**config.mk**
```make
export PLATFORM = sky130hd
export DESIGN_NAME = pixel_proc_pipe
export DESIGN_NICKNAME = d
export VERILOG_FILES = /design/src/rtl/pixel_proc_pkg.sv /design/src/rtl/pixel_proc_alu.sv /design/src/rtl/pixel_proc_pipe.sv
export SDC_FILE = /design/constraint.sdc
export NUM_CORES = 1
export LEC_CHECK = 0
export BUFFER_PORTS_ARGS = -buffer_cell sky130_fd_sc_hd__clkbuf_2
export CORE_MARGIN = 3
export CORE_UTILIZATION = 40
export CTS_BUF_LIST = sky130_fd_sc_hd__clkbuf_4
export DETAILED_ROUTE_END_ITERATION = 16
export PLACE_DENSITY = 0.61
export SYNTH_ARGS = -nofsm -noshare
export SYNTH_HDL_FRONTEND = slang
export SYNTH_HIERARCHICAL = 1
export SYNTH_SLANG_ARGS = --single-unit
```
**constraint.sdc**
```tcl
create_clock -name clk_i -period 2.7 [get_ports clk_i]
set_input_delay 0 -clock clk_i [delete_from_list [all_inputs] [get_ports clk_i]]
set_output_delay 0 -clock clk_i [all_outputs]
set_load 0.05 [all_outputs]
```
**src/rtl/pixel_proc_pkg.sv**
```systemverilog
// Shared types and per-channel arithmetic for the pixel processing pipeline.
package pixel_proc_pkg;

    localparam int MODE_W   = 2;
    // Widest channel the scalar helper supports; callers zero-extend into it.
    localparam int CH_MAX_W = 32;

    typedef enum logic [MODE_W-1:0] {
        MODE_PASS = 2'd0,
        MODE_INV  = 2'd1,
        MODE_THR  = 2'd2,
        MODE_GRAY = 2'd3
    } mode_e;

    // Single-channel result for every mode except GRAY, which needs all channels.
    function automatic logic [CH_MAX_W-1:0] chan_op(
        input logic [CH_MAX_W-1:0] c,
        input logic [CH_MAX_W-1:0] thr,
        input logic [CH_MAX_W-1:0] max_val,
        input mode_e               mode
    );
        chan_op = c;
        case (mode)
            MODE_INV: chan_op = max_val - c;
            MODE_THR: chan_op = (c >= thr) ? max_val : '0;
            default:  chan_op = c;
        endcase
    endfunction

endpackage

```
**src/rtl/pixel_proc_alu.sv**
```systemverilog
// Combinational pixel transform: (pixel, mode, threshold) -> pixel.
module pixel_proc_alu
    import pixel_proc_pkg::*;
#(
    parameter int W   = 8,
    parameter int NCH = 3
) (
    input  logic [NCH*W-1:0] pix,
    input  mode_e            mode,
    input  logic [W-1:0]     thr,
    output logic [NCH*W-1:0] res
);

    logic [W-1:0] gray_y;

    generate
        if (NCH == 3) begin : g_gray
            // Two extra bits hold c0 + 2*c1 + c2 without overflow.
            logic [W+1:0] gray_sum;
            assign gray_sum = (W+2)'(pix[0 +: W])
                            + ((W+2)'(pix[W +: W]) << 1)
                            + (W+2)'(pix[2*W +: W]);
            assign gray_y = W'(gray_sum >> 2);
        end else begin : g_no_gray
            $error("pixel_proc_alu: GRAY mode requires NCH == 3");
            assign gray_y = '0;
        end
    endgenerate

    always_comb begin
        res = '0;
        for (int k = 0; k < NCH; k++) begin
            if (mode == MODE_GRAY) begin
                res[k*W +: W] = gray_y;
            end else begin
                res[k*W +: W] = W'(chan_op(CH_MAX_W'(pix[k*W +: W]),
                                           CH_MAX_W'(thr),
                                           CH_MAX_W'({W{1'b1}}),
                                           mode));
            end
        end
    end

endmodule

```
**src/rtl/pixel_proc_pipe.sv**
```systemverilog
// Two-stage pixel pipeline with valid/ready on both sides and a delivered-pixel counter.
module pixel_proc_pipe
    import pixel_proc_pkg::*;
#(
    parameter int W     = 8,
    parameter int NCH   = 3,
    parameter int CNT_W = 16
) (
    input  logic               clk_i,
    input  logic               rst_ni,
    input  logic               valid_i,
    output logic               ready_o,
    input  logic [NCH*W-1:0]   pix_i,
    input  logic [MODE_W-1:0]  mode_i,
    input  logic [W-1:0]       thr_i,
    output logic               valid_o,
    input  logic               ready_i,
    output logic [NCH*W-1:0]   pix_o,
    input  logic               cnt_clr_i,
    output logic [CNT_W-1:0]   pix_cnt_o
);

    // Handshake: a beat moves on a side exactly in the cycle where valid and
    // ready are both high; valid_o/pix_o stay frozen while valid_o && !ready_i.
    // ready_o is combinational from ready_i (no skid buffer), capacity 2.
    logic             s1_valid, s2_valid;
    logic             s1_adv, s2_adv;
    logic [NCH*W-1:0] s1_pix, s2_pix, alu_pix;
    mode_e            s1_mode;
    logic [W-1:0]     s1_thr;
    logic [CNT_W-1:0] cnt;

    assign s2_adv    = !s2_valid || ready_i;
    assign s1_adv    = !s1_valid || s2_adv;
    assign ready_o   = s1_adv;
    assign valid_o   = s2_valid;
    assign pix_o     = s2_pix;
    assign pix_cnt_o = cnt;

    pixel_proc_alu #(.W(W), .NCH(NCH)) u_alu (
        .pix  (s1_pix),
        .mode (s1_mode),
        .thr  (s1_thr),
        .res  (alu_pix)
    );

    always_ff @(posedge clk_i) begin
        if (!rst_ni) begin
            s1_valid <= 1'b0;
            s1_pix   <= '0;
            s1_mode  <= MODE_PASS;
            s1_thr   <= '0;
            s2_valid <= 1'b0;
            s2_pix   <= '0;
            cnt      <= '0;
        end else begin
            if (s1_adv) begin
                s1_valid <= valid_i;
                if (valid_i) begin
                    s1_pix  <= pix_i;
                    s1_mode <= mode_e'(mode_i);
                    s1_thr  <= thr_i;
                end
            end
            if (s2_adv) begin
                s2_valid <= s1_valid;
                if (s1_valid) s2_pix <= alu_pix;
            end
            // Clear wins over a coincident output transfer.
            if (cnt_clr_i) cnt <= '0;
            else if (s2_valid && ready_i) cnt <= cnt + CNT_W'(1);
        end
    end

endmodule

```
* Yosys cells after proc, flatten, opt, wreduce, memory -nomap -nowiden
Cells that the tools add are included.
Cells by class: reductions and logical operators 8, div/mod/pow operators 0, bitwise gates (word level) 1, $add $sub $neg 6, muxes and demuxes 9, multiply operators 0, magnitude comparators 3, equal/unequal tests 3, shift-type cells 0
Operators by type and width (count):
- 2-to-1 mux 8 bit | 6
- one-hot mux 8 bit (2 select lines) | 3
- >= comparator 8 bit | 3
- subtractor 8 bit, first input constant | 3
- adder 16 x 1 -> 16 bit, second input constant | 1
- adder 10 x 8 -> 10 bit | 1
- adder 8 x 9 -> 10 bit | 1
- equality test 2 bit, second input constant | 2
- AND reduction 2 bit | 2
- equality test 2 x 1 -> 1 bit, second input constant | 1
- logical NOT 1 bit | 2
- logical OR 1 bit | 2
- OR reduction 2 bit | 1
- logical AND 1 bit | 1
- inverter 1 bit | 1
Word-level totals: input port bits 39, ROM bits 0, word-level logic and storage cells 37, register bits after elaboration 76, output and inout port bits 42, RAM bits 0, bits in latches 0, memories 0

* Depth between registers and ports, before layout
Gate-level depths: netlist of the first run.
depth in word-level cells 4, depth in mapped cells 10, gate-level depth less buffers 10

* By module
The synthesis of the first run kept the hierarchy.
Modules (own cells, without submodules):
- pixel_proc_pipe | area an instance 2944.1 µm², instances 1, seq. area each 1521.5 µm², cells each 346
- pixel_proc_alu | area an instance 1875.5 µm², instances 1, seq. area each 0.0 µm², cells each 221

* Worst setup path after synthesis of the first run
Ideal clock, no wire load.
path type register -> register, start register s1_pix[2], end register s2_pix[20] (netlist: pix_o[20]), buffers on the path 0, library setup time 0.076 ns, period minus slack after synthesis 2.384 ns, arrival time 2.308 ns, data required time 2.624 ns, stages on the path, launching flop included 10, path slack 0.316 ns, cells stage by stage dfxtp_1 > fa_1 > ha_1 > a41o_1 > a21oi_2 > o21a_1 > mux2_2 > o31ai_2 > nand2_1 > a21boi_0
On the way: cells in the longest elaborated chain, start to end 3
Ends and longest elaborated chain:
- start, declared | line pixel_proc_pipe.sv:28 | logic [NCH*W-1:0] s1_pix, s2_pix, alu_pix;
- start signal, assigned | line pixel_proc_pipe.sv:60 | s1_pix <= pix_i;
- adder 8 x 9 -> 10 bit | line pixel_proc_alu.sv:21 | + ((W+2)'(pix[W +: W]) << 1)
- adder 10 x 8 -> 10 bit | line pixel_proc_alu.sv:22 | + (W+2)'(pix[2*W +: W]);
- 2-to-1 mux 8 bit | line pixel_proc_alu.sv:33 | if (mode == MODE_GRAY) begin
- net alu_pix[20] | line pixel_proc_pipe.sv:28
- end signal, assigned | line pixel_proc_pipe.sv:67 | if (s1_valid) s2_pix <= alu_pix;
- end, declared | line pixel_proc_pipe.sv:28
The timed path passes the listed nets, and every way through them passes these cells. A chain may end at the register's enable or synchronous reset.

* Final worst setup path of the first run
start register s1_pix[2], end register s2_pix[4] (netlist: pix_o[4])
On the way: cells in the longest elaborated chain, start to end 4, elaborated cells between the ends (all ways) 7, those cells by class 3 x add/sub; 1 x order compare; 3 x mux
Ends and longest elaborated chain (line):
- parallel branches: the longest is 3 deep, another holds adder 8 x 9 -> 10 bit
- 2-to-1 mux 8 bit * | pixel_proc_alu.sv:33
- net alu_pix[4] | pixel_proc_pipe.sv:28
Mark *: on every way through the listed nets, which the timed path passes.

==> impl_results.md, run 1 <==
- Routed length per placed instance: approximately 16 um
- Num Clock Sinks: 76
- Launch point of the critical path: s1_pix[2]
- Count of buffers inserted at the top-level ports: 80
- Number of antenna violations at the first check in global routing: 0
- Via count of the first global-routing pass: around 4400
- Count of different cell masters after synthesis: 55
- Part of the total power dissipated in the clock network: between 20% and 30%
- Number of search-and-repair iterations in the first detailed-routing pass: 4
- Critical path, cell by cell: fa_1 > ha_1 > a41o_1 > a21oi_2 > o21a_1 > mux2_2 > o31ai_2 > nand2_1 > a21boi_0
- Share of layout cells above drive strength 1: between 20 and 25%
- Sequential share of power: a little over two fifths
- Via total after detailed routing: 4432
- Cell area after synthesis: approximately 4800 um2
- Maximum ir drop on the vdd rail: roughly 0.28 mV
- Fraction of the cycle the final worst path needs: a little over nine tenths
- Net count of the finished layout: 764
- Ranking of synthesized cells by area: sky130_fd_sc_hd__dfxtp_1 32%, sky130_fd_sc_hd__nand2_1 10%, sky130_fd_sc_hd__ha_1 9.1%
- GR Util met3: ~3.8%
- Lkg Pwr: between 0.002 and 0.0025 uW
- Bufs and invs on worst path: 0
- Number of enable flip-flop cells after synthesis: 0
- DRC marker count from the first detailed-route iteration: 337
- Achievable Freq: around 390 MHz
- Count of state elements after synthesis: 76
- Status: complete, no violations
- Origin of the worst min-delay path: rst_ni
- Total of endpoints with negative setup slack in the final report: 0
- RR Startpoint: s1_pix[2]
- Final-report hold violation count: 0
- Count of placed standard cells in the final layout, fillers left out: 830
- Slew headroom: 49.6%
- Arrival time worst endpoint: just under 3 ns
- CTS tree: built
- Count of pins over their slew limit: 0
- GRT Util Overall: 21.2%
- Critical path startpoint category: flip-flop
- Worst Setup Path Type: reg -> reg
- Area of the die: about 13000 um2
- Die Y-Extent: between 100 and 150 um
- Worst path max stage delay: 0.53 ns
- Worst slack at placement: approximately 0.083 ns
- Wire length of the first global-routing pass: around 22000 um
- CTS Buffer Depth: 2
- Initial Utilization: between 40% and 50%
- Post-synthesis instance total: 567
- Setup repair after global routing missed its margin: yes
- Number of warning messages in the yosys log: 6
- Post-layout instance area: roughly 6000 um2
- Routability-driven placement congestion ratio: ~0.95
- Slew at the pin closest to its max-slew limit: about 0.76 ns
- Maximum number of pins on one net before global-route repair: 40
- Proportion of netlist area held by the largest area contributor: a little under a third
- Total clock buffers created by CTS: 9
- Areal power density over the cells: about 480 nW/um2
- X dimension of the die: roughly 120 um
- Worst setup EP type: flip-flop
- I/O pin total: around 80
- Synthesis-to-finish area growth: 23.8%
- Clock network latency to the later pin of the worst-skew pair: around 0.48 ns
- Hold Crit Class: in -> reg
- Synthesized area per cell: around 8.5 um2
- Shortest period the worst path allows: roughly 2.6 ns
- Post-layout worst setup margin: 0.127 ns
- Total wirelength of the detailed-routed design: 13500 um
- DP Cell Count: a little under 800
- Global route hottest layer: met2
- Combinational share of power: 27.8%
- Max capacitance violation total: 0
- Grt total ovfl: 0
- Fraction of met1 tracks used by global routing: between 30% and 40%
- Share of flip-flops with an asynchronous set or reset: 0%
- Cell type with the largest total area after synthesis: sky130_fd_sc_hd__dfxtp_1
- Ratio of routed vias to standard cells: around 5.3
- CP Data Required Time: about 3.1 ns
- Total inserted antenna cells: 0
- Family with the most delay on the worst path: adder cells
- Switching power summed over all nets: roughly 970 uW
- Slowest cell on the critical path: sky130_fd_sc_hd__fa_1
- Final sum of negative setup slack: 0 ns
- Antenna-violating nets left: 0
- Fraction of power spent switching nets: between 30% and 40%
- Clk_skew: 0.0245 ns
- Placeable core area: roughly 12000 um2
- Row cnt: 39
- Net count of the mapped netlist: 649
- Final design utilization: about half
- Cell internal power dissipation: about 1900 uW
- Post-DP HPWL: ~10000 um
- Placed Instance Area: between 5000 and 6000 um2
- Top FF cell, synth: sky130_fd_sc_hd__dfxtp_1
- # H-tree levels: 3
- Share of synthesized area occupied by flip-flops and latches: approximately a third
- Clock transition at the registers of the reported paths: ~0.15 ns
- Max Fanout on Critical Path: 5
- Number of DRC violations after detailed routing: 0
- Root Driver: sky130_fd_sc_hd__clkbuf_4
- Met2 Usage GRT: between 30% and 40%
## synthesized netlist by cell type, types with 2 or more instances
| cell | n |
|---|---|
| sky130_fd_sc_hd__a211oi_1 | 4 |
| sky130_fd_sc_hd__a211oi_2 | 2 |
| sky130_fd_sc_hd__a21boi_0 | 55 |
| sky130_fd_sc_hd__a21boi_1 | 4 |
| sky130_fd_sc_hd__a21oi_1 | 13 |
| sky130_fd_sc_hd__a21oi_2 | 3 |
| sky130_fd_sc_hd__a221o_1 | 3 |
| sky130_fd_sc_hd__a311o_1 | 9 |
| sky130_fd_sc_hd__and3_1 | 4 |
| sky130_fd_sc_hd__and4_1 | 5 |
| sky130_fd_sc_hd__buf_1 | 2 |
| sky130_fd_sc_hd__buf_2 | 11 |
| sky130_fd_sc_hd__buf_4 | 2 |
| sky130_fd_sc_hd__buf_6 | 2 |
| sky130_fd_sc_hd__clkbuf_1 | 19 |
| sky130_fd_sc_hd__dfxtp_1 | 76 |
| sky130_fd_sc_hd__fa_1 | 8 |
| sky130_fd_sc_hd__ha_1 | 35 |
| sky130_fd_sc_hd__inv_1 | 20 |
| sky130_fd_sc_hd__nand2_1 | 129 |
| sky130_fd_sc_hd__nand2_4 | 3 |
| sky130_fd_sc_hd__nand2b_1 | 11 |
| sky130_fd_sc_hd__nand3_1 | 6 |
| sky130_fd_sc_hd__nand3b_1 | 2 |
| sky130_fd_sc_hd__nand4_1 | 5 |
| sky130_fd_sc_hd__nor2_1 | 18 |
| sky130_fd_sc_hd__nor2b_1 | 13 |
| sky130_fd_sc_hd__nor3_1 | 7 |
| sky130_fd_sc_hd__nor4_1 | 12 |
| sky130_fd_sc_hd__o21a_1 | 5 |
| sky130_fd_sc_hd__o21ai_0 | 12 |
| sky130_fd_sc_hd__o21ai_2 | 3 |
| sky130_fd_sc_hd__o221a_1 | 12 |
| sky130_fd_sc_hd__o2bb2ai_1 | 3 |
| sky130_fd_sc_hd__o31ai_1 | 7 |
| sky130_fd_sc_hd__o31ai_2 | 6 |
| sky130_fd_sc_hd__o31ai_4 | 3 |
| sky130_fd_sc_hd__or2_1 | 2 |
| sky130_fd_sc_hd__or2b_1 | 2 |
| sky130_fd_sc_hd__or3_1 | 2 |
| sky130_fd_sc_hd__or3_2 | 3 |
| sky130_fd_sc_hd__xnor2_1 | 4 |
| sky130_fd_sc_hd__xor2_1 | 8 |
## worst reg2reg max path, cell delays in order, from the launching register on
cell and delay [ns]:
sky130_fd_sc_hd__dfxtp_2 0.37, sky130_fd_sc_hd__fa_1 0.53, sky130_fd_sc_hd__ha_1 0.31, sky130_fd_sc_hd__a41o_1 0.22, sky130_fd_sc_hd__a21oi_2 0.22, sky130_fd_sc_hd__o21a_1 0.17, sky130_fd_sc_hd__mux2_2 0.38, sky130_fd_sc_hd__o31ai_2 0.07
sky130_fd_sc_hd__nand2_1 0.07, sky130_fd_sc_hd__a21boi_0 0.15
## repair_timing
action,in CTS,in global routing
resized for setup,0,11
endpoints found under the setup margin,0,9
setup buffers,0,0
endpoints found under the hold margin,38,0
hold buffers,37,0
## final cells by class
type / instances / area (um2)
clock buffer: 9 / 67.6
fill: 1145 / 5650
inverter: 20 / 75.1
timing repair buffer: 140 / 943
sequential: 76 / 1530
clock inverter: 7 / 98.8
multi-input combinational: 435 / 3070
tap: 143 / 179
## path summary, 6_finish.rpt
kind,to,slack [ns],cells after the start
max,pix_o[4],0.13,9
min,pix_o[18],0.10,2
max reg2reg,pix_o[4],0.13,9
min reg2reg,pix_o[15],0.46,2
## metrics by stage
| stage | hold WS, ns | power [uW] |
|---|---|---|
| 2_1_floorplan | 0.145 | 1780 |
| 3_3_place_gp | 0.235 | 1970 |
| 3_5_place_dp | 0.243 | 1980 |
| 4_1_cts | 0.0875 | 2870 |
| 5_1_grt | 0.148 | 3000 |
| 6_report | 0.104 | 2850 |
## power by group through the flow
stage / clock [uW] / sequential [uW] / combinational (uW)
global route: 906 / 1230 / 871
finish: 844 / 1220 / 793
detailed placement: 0 / 1240 / 739
floorplan: 0 / 1310 / 469
global placement: 0 / 1240 / 731
CTS: 873 / 1220 / 784
## layer usage
metal | share of wire (%) | vias to the layer above
met1 | 49 | 2067
met4 | 2.1 | 0
met2 | 45 | 112
met3 | 4.4 | 23
met5 | 0 | -
li1 | - | 2230
## registers in the layout (all words and copies together), names as in the netlist
signal     count
valid_o        1
s1_valid       1
s1_thr         8
pix_o         24
s1_mode        2
pix_cnt_o     16
s1_pix        24
## layout by cell type, fill, tap and decap left out, types with 6 or more instances in the layout
cell type,count
sky130_fd_sc_hd__a21boi_0,53
sky130_fd_sc_hd__a21boi_1,6
sky130_fd_sc_hd__a21oi_1,13
sky130_fd_sc_hd__a311o_1,9
sky130_fd_sc_hd__buf_4,23
sky130_fd_sc_hd__clkbuf_2,80
sky130_fd_sc_hd__clkbuf_4,9
sky130_fd_sc_hd__dfxtp_1,72
sky130_fd_sc_hd__dlygate4sd3_1,37
sky130_fd_sc_hd__fa_1,7
sky130_fd_sc_hd__ha_1,35
sky130_fd_sc_hd__inv_1,20
sky130_fd_sc_hd__nand2_1,129
sky130_fd_sc_hd__nand2b_1,11
sky130_fd_sc_hd__nor2_1,18
sky130_fd_sc_hd__nor2b_1,13
sky130_fd_sc_hd__nor3_1,7
sky130_fd_sc_hd__nor4_1,12
sky130_fd_sc_hd__o21ai_0,12
sky130_fd_sc_hd__o221a_1,12
sky130_fd_sc_hd__o31ai_1,7
sky130_fd_sc_hd__o31ai_2,6
sky130_fd_sc_hd__xor2_1,8
## logic make-up after synthesis
group	after synthesis	share of synthesized area [%]
AOI/OAI and AO/OA	147	25.2
xor gates and xnor gates	12	2.18
adders and majority gates	43	12.4
buffers and inverters	56	5.11
DFF	76	31.6
muxes	2	0.441
and+or+nand+nor	231	23.1
(Power assumes the default switching activity.)
==> run 2: changes to the inputs <==
--- a/config.mk
+++ b/config.mk
@@ -10,7 +10,7 @@
 export CORE_UTILIZATION = 40
 export CTS_BUF_LIST = sky130_fd_sc_hd__clkbuf_4
 export DETAILED_ROUTE_END_ITERATION = 16
-export PLACE_DENSITY = 0.61
+export PLACE_DENSITY = 0.69
 export SYNTH_ARGS = -nofsm -noshare
 export SYNTH_HDL_FRONTEND = slang
 export SYNTH_HIERARCHICAL = 1
==> impl_results.md, run 2 (synthesis gave the netlist of run 1 again) <==
- Worst hold slack across all endpoints: 0.161 ns (+0.0570 ns)
- Number of DRC violations after detailed routing: 0 (unchanged)
- Lkg Pwr: 0.00242 uW (about the same)
- Critical path, cell by cell: fa_2 > ha_1 > a41o_1 > a21oi_2 > buf_4 > xor2_1 > nor2_1 > a311o_1 > nand2_1 > a21boi_0
- X dimension of the die: 116 um (unchanged)
- Critical path startpoint category: flip-flop
- Number of antenna violations at the first check in global routing: 1 (+1)
- Shortest period the worst path allows: 2.57 ns (-0.00634 ns)
- Total wirelength of the detailed-routed design: 12800 um (-4.9%)
- Slew at the pin closest to its max-slew limit: 0.741 ns (-0.0152 ns)
- Origin of the worst min-delay path: rst_ni
- Grt total ovfl: 0 (unchanged)
- Post-layout instance area: 5960 um2 (unchanged)
- Achievable Freq: 390 MHz (+0.25%)
- Routability-driven placement congestion ratio: 0.922 (-3.0%)
- Maximum ir drop on the vdd rail: 0.181 mV (-36%)
- # H-tree levels: 3 (unchanged)
- Ratio of routed vias to standard cells: 5.32 (-0.35%)
- Routed length per placed instance: 15.4 um (-5.5%)
- CTS tree: built
- GRT Util Overall: 19.6% (-1.5 points)
- Status: complete, no violations
- Max Fanout on Critical Path: 5 (unchanged)
- Num Clock Sinks: 76 (unchanged)
- Clk_skew: 0.0130 ns (-0.0114 ns)
- Area of the die: 13400 um2 (unchanged)
- Synthesis-to-finish area growth: 23.8% (unchanged)
- Post-DP HPWL: 9780 um (-1.9%)
- Cells on Worst Hold Path: 3 (+1)
- Worst Setup Path Type: reg -> reg
- Number of search-and-repair iterations in the first detailed-routing pass: 5 (+1)
- Worst path max stage delay: 0.61 ns (+0.08 ns)
- Via count of the first global-routing pass: 4208 (-3.7%)
- Net count of the finished layout: 768 (+0.52%)
- Slowest cell on the critical path: sky130_fd_sc_hd__fa_2
- Hold Crit Class: in -> reg
- Fraction of the cycle the final worst path needs: 95.1% (-0.23 points)
- CTS Buffer Depth: 2 (unchanged)
- Max capacitance violation total: 0 (unchanged)
- Reg-to-reg slack, setup: 0.13 ns (about the same)
- Clock network latency to the later pin of the worst-skew pair: 0.44 ns (-0.04 ns)
- Root Driver: sky130_fd_sc_hd__clkbuf_4
- Leading cell types in the layout, fill and taps excluded: 129 x sky130_fd_sc_hd__nand2_1, 80 x sky130_fd_sc_hd__clkbuf_2, 72 x sky130_fd_sc_hd__dfxtp_1, 55 x sky130_fd_sc_hd__a21boi_0, 37 x sky130_fd_sc_hd__dlygate4sd3_1
- Placeable core area: 11600 um2 (unchanged)
- DRC marker count from the first detailed-route iteration: 254 (-25%)
- Areal power density over the cells: 455 nW/um2 (-4.8%)
- Wire length of the first global-routing pass: 21000 um (-5.7%)
- CP Data Required Time: 3.04 ns (-0.05 ns)
- I/O pin total: 81 (unchanged)
- Slew headroom: 50.6% (+1.0 points)
- Count of buffers inserted at the top-level ports: 80 (unchanged)
- Via total after detailed routing: 4443 (+0.25%)
- Final-report hold violation count: 0 (unchanged)
- RR Startpoint: s1_pix[2]
- Count of pins over their slew limit: 0 (unchanged)
- Antenna-violating nets left: 0 (unchanged)
- Share of layout cells above drive strength 1: 22.7% (+0.45 points)
- Clock transition at the registers of the reported paths: 0.13 ns (-0.02 ns)
- Maximum number of pins on one net before global-route repair: 61 (+53%)
- Total clock buffers created by CTS: 9 (unchanged)
- R2R depth: 10 (+1)
- Launch point of the critical path: s1_pix[2]
- FILL cells: 1124 (-1.8%)
- Count of placed standard cells in the final layout, fillers left out: 835 (+0.60%)
- Arrival time worst endpoint: 2.90 ns (-0.06 ns)
- Hold-critical path endpoint: valid_o
- Initial Utilization: 41.5% (unchanged)
- Die Y-Extent: 116 um (unchanged)
- Most frequent standard cell in the layout excluding fill and tap cells: sky130_fd_sc_hd__nand2_1
- DP Cell Count: 779 (+0.26%)
- Total of endpoints with negative setup slack in the final report: 0 (unchanged)
- Row cnt: 39 (unchanged)
- Worst setup EP type: flip-flop
- Critical R2R Capture: pix_o[10]
- Final design utilization: 51.4% (unchanged)
- Final sum of negative setup slack: 0 ns (unchanged)
- Placed Instance Area: 5420 um2 (+0.28%)
## run 2: layout make-up
type                       count  area [um2]  area share, %
timing repair buffer         144         973           16.3
inverter                      20        75.1           1.26
clock inverter                 7        66.3           1.11
clock buffer                   9        67.6           1.13
multi-input combinational    435        3070           51.5
sequential                    76        1530           25.6
tap                          143         179           3.00
antenna                        1        2.50         0.0420
## run 2: through the flow
step	total power (uW)	setup slack (ns)
2_1_floorplan	1780	0.316
6_report	2720	0.134
3_5_place_dp	1980	0.0930
5_1_grt	2860	-0.000237
4_1_cts	2720	0.0512
3_3_place_gp	1970	0.163
## run 2: repair_timing
action | CTS | global route
hold buffers | 37 | 0
endpoints found under the setup margin | 0 | 12
buffers inserted | 0 | 2
resized for setup | 0 | 9
hold endpoints to repair | 38 | 0
## run 2: power breakdown
group / switching, uW / internal (uW) / total, uW
Clock: 426 / 277 / 703
Combinational: 460 / 338 / 798
Sequential: 42.4 / 1170 / 1210
Total: 928 / 1790 / 2720
## run 2: worst max-delay path, delay by kind of cell (launching register included)
kind / cells / cell delay [ns]
adders and majority gates: 2 / 0.85
and+or+nand+nor: 2 / 0.17
xor gates and xnor gates: 1 / 0.14
buffers and inverters: 1 / 0.14
DFF: 1 / 0.37
AOI/OAI and AO/OA: 4 / 0.79
## run 2: metal layers
metal	share of wire, %	track usage [%]	wire length [um]
met1	49	28.5	6320
met2	44	29.7	5640
met3	4.7	2.61	602
met4	2.2	7.27	282
met5	0	0	0
## run 2: worst max path at each step
| stage | end | slack, ns | cells after the start |
|---|---|---|---|
| after global placement | pix_o[15] | 0.16 | 10 |
| after floorplan | pix_o[20] | 0.32 | 9 |
| final | pix_o[10] | 0.13 | 10 |
| after CTS | pix_o[23] | 0.05 | 10 |
| after detailed placement | pix_o[20] | 0.09 | 9 |
| after global routing | pix_o[20] | -0.0002 | 9 |
